==> src/rtl/uart_rx.sv <==
// uart_rx: 8N1 UART receiver with a two-flop line synchroniser and mid-bit sampling.
// Latency: the byte is presented one clk after the stop-bit sample, which is
//          1+HALF+9*CLKS_PER_BIT clks after the start bit is first seen on rx_s.
// Backpressure: none; o_rx_valid and o_frame_err are one-cycle pulses that the consumer must take.
//
// Ports:
//   clk          system clock
//   rst_n        synchronous active-low reset
//   i_rx         asynchronous serial line, idles high
//   o_rx_d       last correctly framed byte; holds until the next good frame
//   o_rx_valid   one-cycle strobe; o_rx_d is new in the same cycle
//   o_frame_err  one-cycle strobe; the stop bit was sampled low
//   o_busy       high while a frame is being received or a break is being waited out
module uart_rx #(
  parameter int CLKS_PER_BIT = 434
) (
  input  logic       clk,
  input  logic       rst_n,
  input  logic       i_rx,
  output logic [7:0] o_rx_d,
  output logic       o_rx_valid,
  output logic       o_frame_err,
  output logic       o_busy
);

  localparam int CW = $clog2(CLKS_PER_BIT);
  localparam logic [CW-1:0] HALF_C = CW'(CLKS_PER_BIT / 2);
  localparam logic [CW-1:0] LAST_C = CW'(CLKS_PER_BIT - 1);

  typedef enum logic [2:0] {
    IDLE,
    START,
    DATA,
    STOP,
    WAIT_HIGH
  } state_t;

  state_t          state_q;
  logic [1:0]      sync_q;
  logic [CW-1:0]   cnt_q;
  logic [2:0]      idx_q;
  logic [7:0]      sh_q;
  logic [7:0]      rx_d_q;
  logic            rx_valid_q;
  logic            frame_err_q;
  logic            busy_q;
  logic            rx_s;

  // Synchroniser resets to the idle level so reset never looks like a start bit.
  always_ff @(posedge clk) begin
    if (!rst_n) begin
      sync_q <= 2'b11;
    end else begin
      sync_q <= {sync_q[0], i_rx};
    end
  end

  assign rx_s = sync_q[1];

  // o_busy is registered alongside each state change so that it always
  // reflects the state register in the same cycle.
  always_ff @(posedge clk) begin
    if (!rst_n) begin
      state_q     <= IDLE;
      cnt_q       <= '0;
      idx_q       <= '0;
      sh_q        <= '0;
      rx_d_q      <= '0;
      rx_valid_q  <= 1'b0;
      frame_err_q <= 1'b0;
      busy_q      <= 1'b0;
    end else begin
      rx_valid_q  <= 1'b0;
      frame_err_q <= 1'b0;
      unique case (state_q)
        IDLE: begin
          cnt_q <= '0;
          if (!rx_s) begin
            state_q <= START;
            busy_q  <= 1'b1;
          end
        end
        START: begin
          if (cnt_q == HALF_C) begin
            cnt_q <= '0;
            idx_q <= '0;
            if (!rx_s) begin
              state_q <= DATA;
            end else begin
              // Line went back high before mid-start: treat as a glitch.
              state_q <= IDLE;
              busy_q  <= 1'b0;
            end
          end else begin
            cnt_q <= cnt_q + 1'b1;
          end
        end
        DATA: begin
          if (cnt_q == LAST_C) begin
            cnt_q <= '0;
            sh_q  <= {rx_s, sh_q[7:1]};
            if (idx_q == 3'd7) begin
              state_q <= STOP;
            end else begin
              idx_q <= idx_q + 3'd1;
            end
          end else begin
            cnt_q <= cnt_q + 1'b1;
          end
        end
        STOP: begin
          if (cnt_q == LAST_C) begin
            cnt_q <= '0;
            if (rx_s) begin
              rx_d_q     <= sh_q;
              rx_valid_q <= 1'b1;
              state_q    <= IDLE;
              busy_q     <= 1'b0;
            end else begin
              frame_err_q <= 1'b1;
              state_q     <= WAIT_HIGH;
            end
          end else begin
            cnt_q <= cnt_q + 1'b1;
          end
        end
        WAIT_HIGH: begin
          // A held-low line (break) must not be mistaken for a new start bit.
          cnt_q <= '0;
          if (rx_s) begin
            state_q <= IDLE;
            busy_q  <= 1'b0;
          end
        end
        default: begin
          state_q <= IDLE;
          busy_q  <= 1'b0;
          cnt_q   <= '0;
        end
      endcase
    end
  end

  assign o_rx_d      = rx_d_q;
  assign o_rx_valid  = rx_valid_q;
  assign o_frame_err = frame_err_q;
  assign o_busy      = busy_q;

endmodule

==> config.mk <==
export PLATFORM = sky130hd
export DESIGN_NAME = uart_rx
export DESIGN_NICKNAME = d
export VERILOG_FILES = /design/src/rtl/uart_rx.sv
export SDC_FILE = /design/constraint.sdc
export NUM_CORES = 1
export LEC_CHECK = 0
export CORE_MARGIN = 1
export CORE_UTILIZATION = 45
export DETAILED_ROUTE_END_ITERATION = 6
export GPL_ROUTABILITY_DRIVEN = 1
export PLACE_DENSITY_LB_ADDON = 0.08
export SYNTH_ARGS = -nofsm -noshare
export SYNTH_HDL_FRONTEND = slang
export SYNTH_SLANG_ARGS = --single-unit
==> constraint.sdc <==
create_clock -name clk -period 2.4 [get_ports clk]
set_clock_uncertainty 0.05 [all_clocks]
set_input_delay 0.36 -clock clk [delete_from_list [all_inputs] [get_ports clk]]
set_output_delay 0.36 -clock clk [all_outputs]
set_load 0.01 [all_outputs]
==> reports/qor.yml, run 1 <==
synthTopCellsByArea: "dfxtp_1 (44%), mux2i_1 (7.9%), nand2_1 (4.8%), nand3_1 (4.3%), nor2b_1 (3.4%)"
ys_warn_count: 0
grt_max_degree: 19
grt_usage_pct: 17.0
synth.top_cell.area_share_pct: 43.8
clockBufferDepth: 2
antenna_left: 0
maxSlewHeadroom_pct: 69.1
synth_area_um2: 1650
post-route-min-period_ns: 1.89
fill_cells: 335
final-max-slew-violation-count: 0
drc: 0
fp.dieH_um: 62.5
die_w_um: 62.5
synth-seq-area-share_pct: 43.8
synthArstFlopShare_pct: 0
synthesis.nets: 180
status: "complete, no violations"
ys.flop_type: "dfxtp_1"
dp_slack_ns: 0.513
syn_inst: 173
coreArea_um2: 3420
yosysUniqueCellTypes: 43
synth-seq-cells: 36
vias: 1207
synthTopCellsByCount: "dfxtp_1 (36), nand2_1 (21), nand3_1 (14)"
switchingPower_mw: 0.232
p_seq_share_pct: 56.9
cts_resized: 0
cts_root_buffer: "clkbuf_4"
setup_tns_ns: 0
setup_violations: 0
postRouteWirelength_um: 2980
finalPower_mw: 1.07
hold_viol_final: 0
powerDensity_nw_per_um2: 573
drt_first_iter_violations: 94
top_usage_layer: "met2"
synth.most_common_cell: "dfxtp_1"
tightest_slew_ns: 0.462
p_sw_share_pct: 21.7
rsz0062_at_grt: "false"
clock_sinks: 36
combPwrFrac_pct: 3.6
grt_pass1_vias: 1182
path_clk_slew_ns: 0.11
hold_buffers: 0
end_kind: "flip-flop"
power_frac_clock_pct: 39.5
placed_cells: 226
grt_pass1_wl_um: 5230
critPathMaxFanout: 3
placed_area_um2: 1780
use_met1_pct: 20.3
syn_to_final_growth_pct: 13.1
final_cell_area_um2: 1860
critPathArrivalTime_ns: 2.12
first_pass_iters: 4
maxCapViolations: 0
cts_tree: "done"
leakage_nw: 0.699
synth-edff-count: 0
max_freq_ghz: 0.529
crit_required_ns: 2.63
grt_use_met2_pct: 27.9
hold_class: "reg2reg"
numCtsBuffers: 5
grt_overflow_total: 0
p_int_mw: 0.836
wl_per_cell_um: 12.7
gr-usage-met3_pct: 5.11
vias_per_cell: 5.16
antenna_found_initial: 0
htreeDepth: 2
post-route-period-util_pct: 78.8
rows: 21
initial_core_util_pct: 48.2
yosys.area.top_type: "dfxtp_1"
post_cts_buffers: 0
insertion_delay_ns: 0.34
num_io_pins: 14
nets: 194
ir_worst_vdd_mv: 0.463
dieArea_um2: 3910
layout_setup_ws_ns: 0.509
fin_cells: 234
port_buffers: 13
path_class: "reg2reg"
final_layout_size_suffix_gt1_share_pct: 11.2
avgSynthCellArea_um2: 9.52
diodes: 0
gp_congestion: 0.821
crit_path_start_kind: "flip-flop"
dpl.hpwl_um: 2100
whs_ns: 0.373
final_util_pct: 54.5
[final timing paths]
kind,start,to,slack (ns),cells past startpoint
max,idx_q[0],state_q[1],0.51,7
min,sync_q[0],sync_q[1],0.37,1
max reg2reg,idx_q[0],state_q[1],0.51,7
min reg2reg,sync_q[0],sync_q[1],0.37,1
[critical path, cell delays in order, from the launching register on]
cell and delay, ns:
dfxtp_1 0.34, ha_1 0.20, ha_1 0.16, or2b_2 0.30, a311oi_1 0.40, nor2_2 0.06, o21ai_2 0.11, mux2i_1 0.20
[layout by cell type (no fill, tap or decap), types with 4 or more instances in the layout]
cell / instances
a21oi_1: 4
ha_1: 4
a21boi_0: 7
mux2i_1: 13
nand3_1: 14
nor2_1: 12
clkbuf_4: 5
dfxtp_1: 36
clkdlybuf4s50_1: 13
nor2b_1: 9
nand2_1: 21
nand2b_1: 4
[layer usage]
metal / wire length (um) / up-vias / share of wire, %
met5: 0 / - / 0
met4: 55 / 0 / 1.8
met3: 83 / 6 / 2.8
met2: 1350 / 13 / 45
met1: 1500 / 572 / 50
li1: - / 616 / -
[cell families after synthesis]
family	Yosys count	synth area share [%]
buffers and inverters	13	5.39
AOI/OAI and AO/OA	20	9.12
adders and majority gates	5	3.65
DFF	36	43.8
xor gates and xnor gates	6	3.19
and+or+nand+nor	80	27.0
muxes	13	7.90
[power groups by stage]
stage,sequential (mW),combinational [mW],clock (mW)
finish,0.608,0.0379,0.422
global route,0.609,0.0416,0.469
CTS,0.608,0.0379,0.441
detailed placement,0.621,0.0376,0
global placement,0.621,0.0367,0
floorplan,0.617,0.0354,0
[flip-flops by register name (all words and copies together) (netlist names)]
register	flops
o_rx_valid	1
cnt_q	9
sh_q	8
idx_q	3
o_frame_err	1
o_busy	1
sync_q	2
state_q	3
o_rx_d	8
[area by class of cell]
class | instances | area, um2 | share of cell area (%)
multi-input cells | 124 | 837 | 44.9
clock buffers | 5 | 37.5 | 2.01
flip-flops and latches | 36 | 721 | 38.7
repair buffers | 16 | 153 | 8.19
inverters | 4 | 15.0 | 0.806
clock inverters | 3 | 42.5 | 2.28
well taps | 46 | 57.6 | 3.09
(Power assumes the default switching activity.)
==> run 2: changes to the inputs <==
==> constraint.sdc (replaced) <==
create_clock -name clk -period 1.7 [get_ports clk]
set_clock_uncertainty 0.05 [all_clocks]
set_input_delay 0.255 -clock clk [delete_from_list [all_inputs] [get_ports clk]]
set_output_delay 0.255 -clock clk [all_outputs]
set_load 0.01 [all_outputs]
==> run 2 against run 1 <==
  * Critical endpoint unchanged
  * Largest power group unchanged
  * Register-to-register slack lost 0.48 ns
  * Critical path depth unchanged
  * Non-clock buffer count is 15 higher
==> reports/qor.yml, run 2 (same netlist as run 1, synthesis figures left out) <==
grt_pass1_vias: 1189
syn_to_final_growth_pct: 23.7
cts_root_buffer: "clkbuf_4"
final_cell_area_um2: 2040
path_clk_slew_ns: 0.10
rows: 21
cts_tree: "done"
r2r-start: "idx_q[1]"
leakage_nw: 0.777
drc: 0
fp.dieH_um: 62.5
rsz0062_at_grt: "true"
maxSlewHeadroom_pct: 81.1
final_cell_mix: "dfxtp_1 (31), nand2_1 (20), buf_4 (17), nand3_1 (14)"
ir_worst_vdd_mv: 0.486
post-route-period-util_pct: 98.3
antenna_found_initial: 0
clockBufferDepth: 2
gp_congestion: 0.777
fill_cells: 319
dieArea_um2: 3910
finalPower_mw: 1.35
ff2ff_setup_slack_ns: 0.03
final_layout_size_suffix_gt1_share_pct: 24.8
largest-register: "cnt_q"
grt_max_degree: 19
end_kind: "flip-flop"
min_to: "sync_q[1]"
grt_overflow_total: 0
clock_sinks: 36
min_from: "sync_q[0]"
hold_buffers: 0
nets: 209
final-max-slew-violation-count: 0
register_area_um2: 727
crit_required_ns: 1.91
setup_violations: 0
status: "complete, no violations"
placed_area_um2: 1880
dpl.hpwl_um: 2220
numCtsBuffers: 5
grt_usage_pct: 17.8
largest_reg_flops: 9
critPathArrivalTime_ns: 1.89
post-route-min-period_ns: 1.67
tightest_slew_ns: 0.283
crit_path_start_kind: "flip-flop"
reg2reg_depth: 7
critPathMaxFanout: 3
insertion_delay_ns: 0.33
powerDensity_nw_per_um2: 661
antenna_left: 0
path_class: "reg2reg"
layout_commonest_cell: "dfxtp_1"
htreeDepth: 2
vias: 1288
hold_viol_final: 0
rr_endpoint: "state_q[1]"
postRouteWirelength_um: 3180
setup_tns_ns: 0
die_w_um: 62.5
coreArea_um2: 3420
num_io_pins: 14
diodes: 0
port_buffers: 13
grt_pass1_wl_um: 5400
hold_depth: 1
vias_per_cell: 5.19
hold_class: "reg2reg"
initial_core_util_pct: 48.2
maxCapViolations: 0
max_freq_ghz: 0.598
multi_input_area_um2: 922
wl_per_cell_um: 12.8
first_pass_iters: 4
drt_first_iter_violations: 52
[run 2: cell types whose count changed in the layout (fill, tap and decap cells not counted), moves of 3 or more]
cell | previous run | this run
buf_4 | 3 | 17
dfxtp_1 | 36 | 31
dfxtp_2 | 0 | 5
ha_1 | 4 | 1
ha_4 | 0 | 3
[run 2: worst max path at each step]
stage | start | endpoint | slack (ns)
2_1_floorplan | idx_q[0] | idx_q[0] | 0.009
5_1_grt | cnt_q[1] | idx_q[0] | -0.08
4_1_cts | idx_q[1] | state_q[1] | -0.02
3_5_place_dp | idx_q[0] | idx_q[0] | -0.11
3_3_place_gp | idx_q[0] | state_q[1] | -0.04
6_report | idx_q[1] | state_q[1] | 0.03
[run 2: metal layers]
metal  wire length (um)  global-route usage, %
met1               1420                   21.4
met2               1580                   29.2
met3                137                   6.39
met4                 40                   6.10
met5                  0                      0
[run 2: through the flow]
stage | utilization (%) | setup WS [ns] | cells | hold slack, ns
4_1_cts | 58.3 | -0.0234 | 248 | 0.386
3_3_place_gp | 55.0 | -0.0418 | 238 | 0.348
3_5_place_dp | 55.0 | -0.112 | 238 | 0.359
2_1_floorplan | - | 0.00860 | 173 | 0.306
6_report | 59.6 | 0.0283 | 248 | 0.378
5_1_grt | 59.6 | -0.0794 | 248 | 0.402
[run 2: worst max-delay path, cell delays in order, from the launching register on]
cell      delay, ns
dfxtp_2        0.35
ha_4           0.16
ha_4           0.14
or2b_4         0.26
a311oi_4       0.29
nor2_2         0.06
o21ai_2        0.10
mux2i_1        0.20
[run 2: where the power goes]
group | switching, mW | leakage, nW | total [mW] | internal, mW
logic | 0.0355 | 0.455 | 0.0749 | 0.0394
registers | 0.00655 | 0.293 | 0.856 | 0.849
clock network | 0.263 | 0.0281 | 0.415 | 0.152
[run 2: repair_timing]
action | in CTS | in global routing
buffers inserted | 3 | 0
pin swaps | 7 | 4
endpoints found under the setup margin | 12 | 30
hold endpoints to repair | 0 | 0
resized for setup | 11 | 11
[run 2: layout make-up]
cell class,instances,share of cell area [%]
Clock inverter,1,0.246
Multi-Input combinational cell,124,45.3
Inverter,4,0.737
Sequential cell,36,35.7
Timing Repair Buffer,31,13.2
Clock buffer,6,2.03
Tap cell,46,2.83
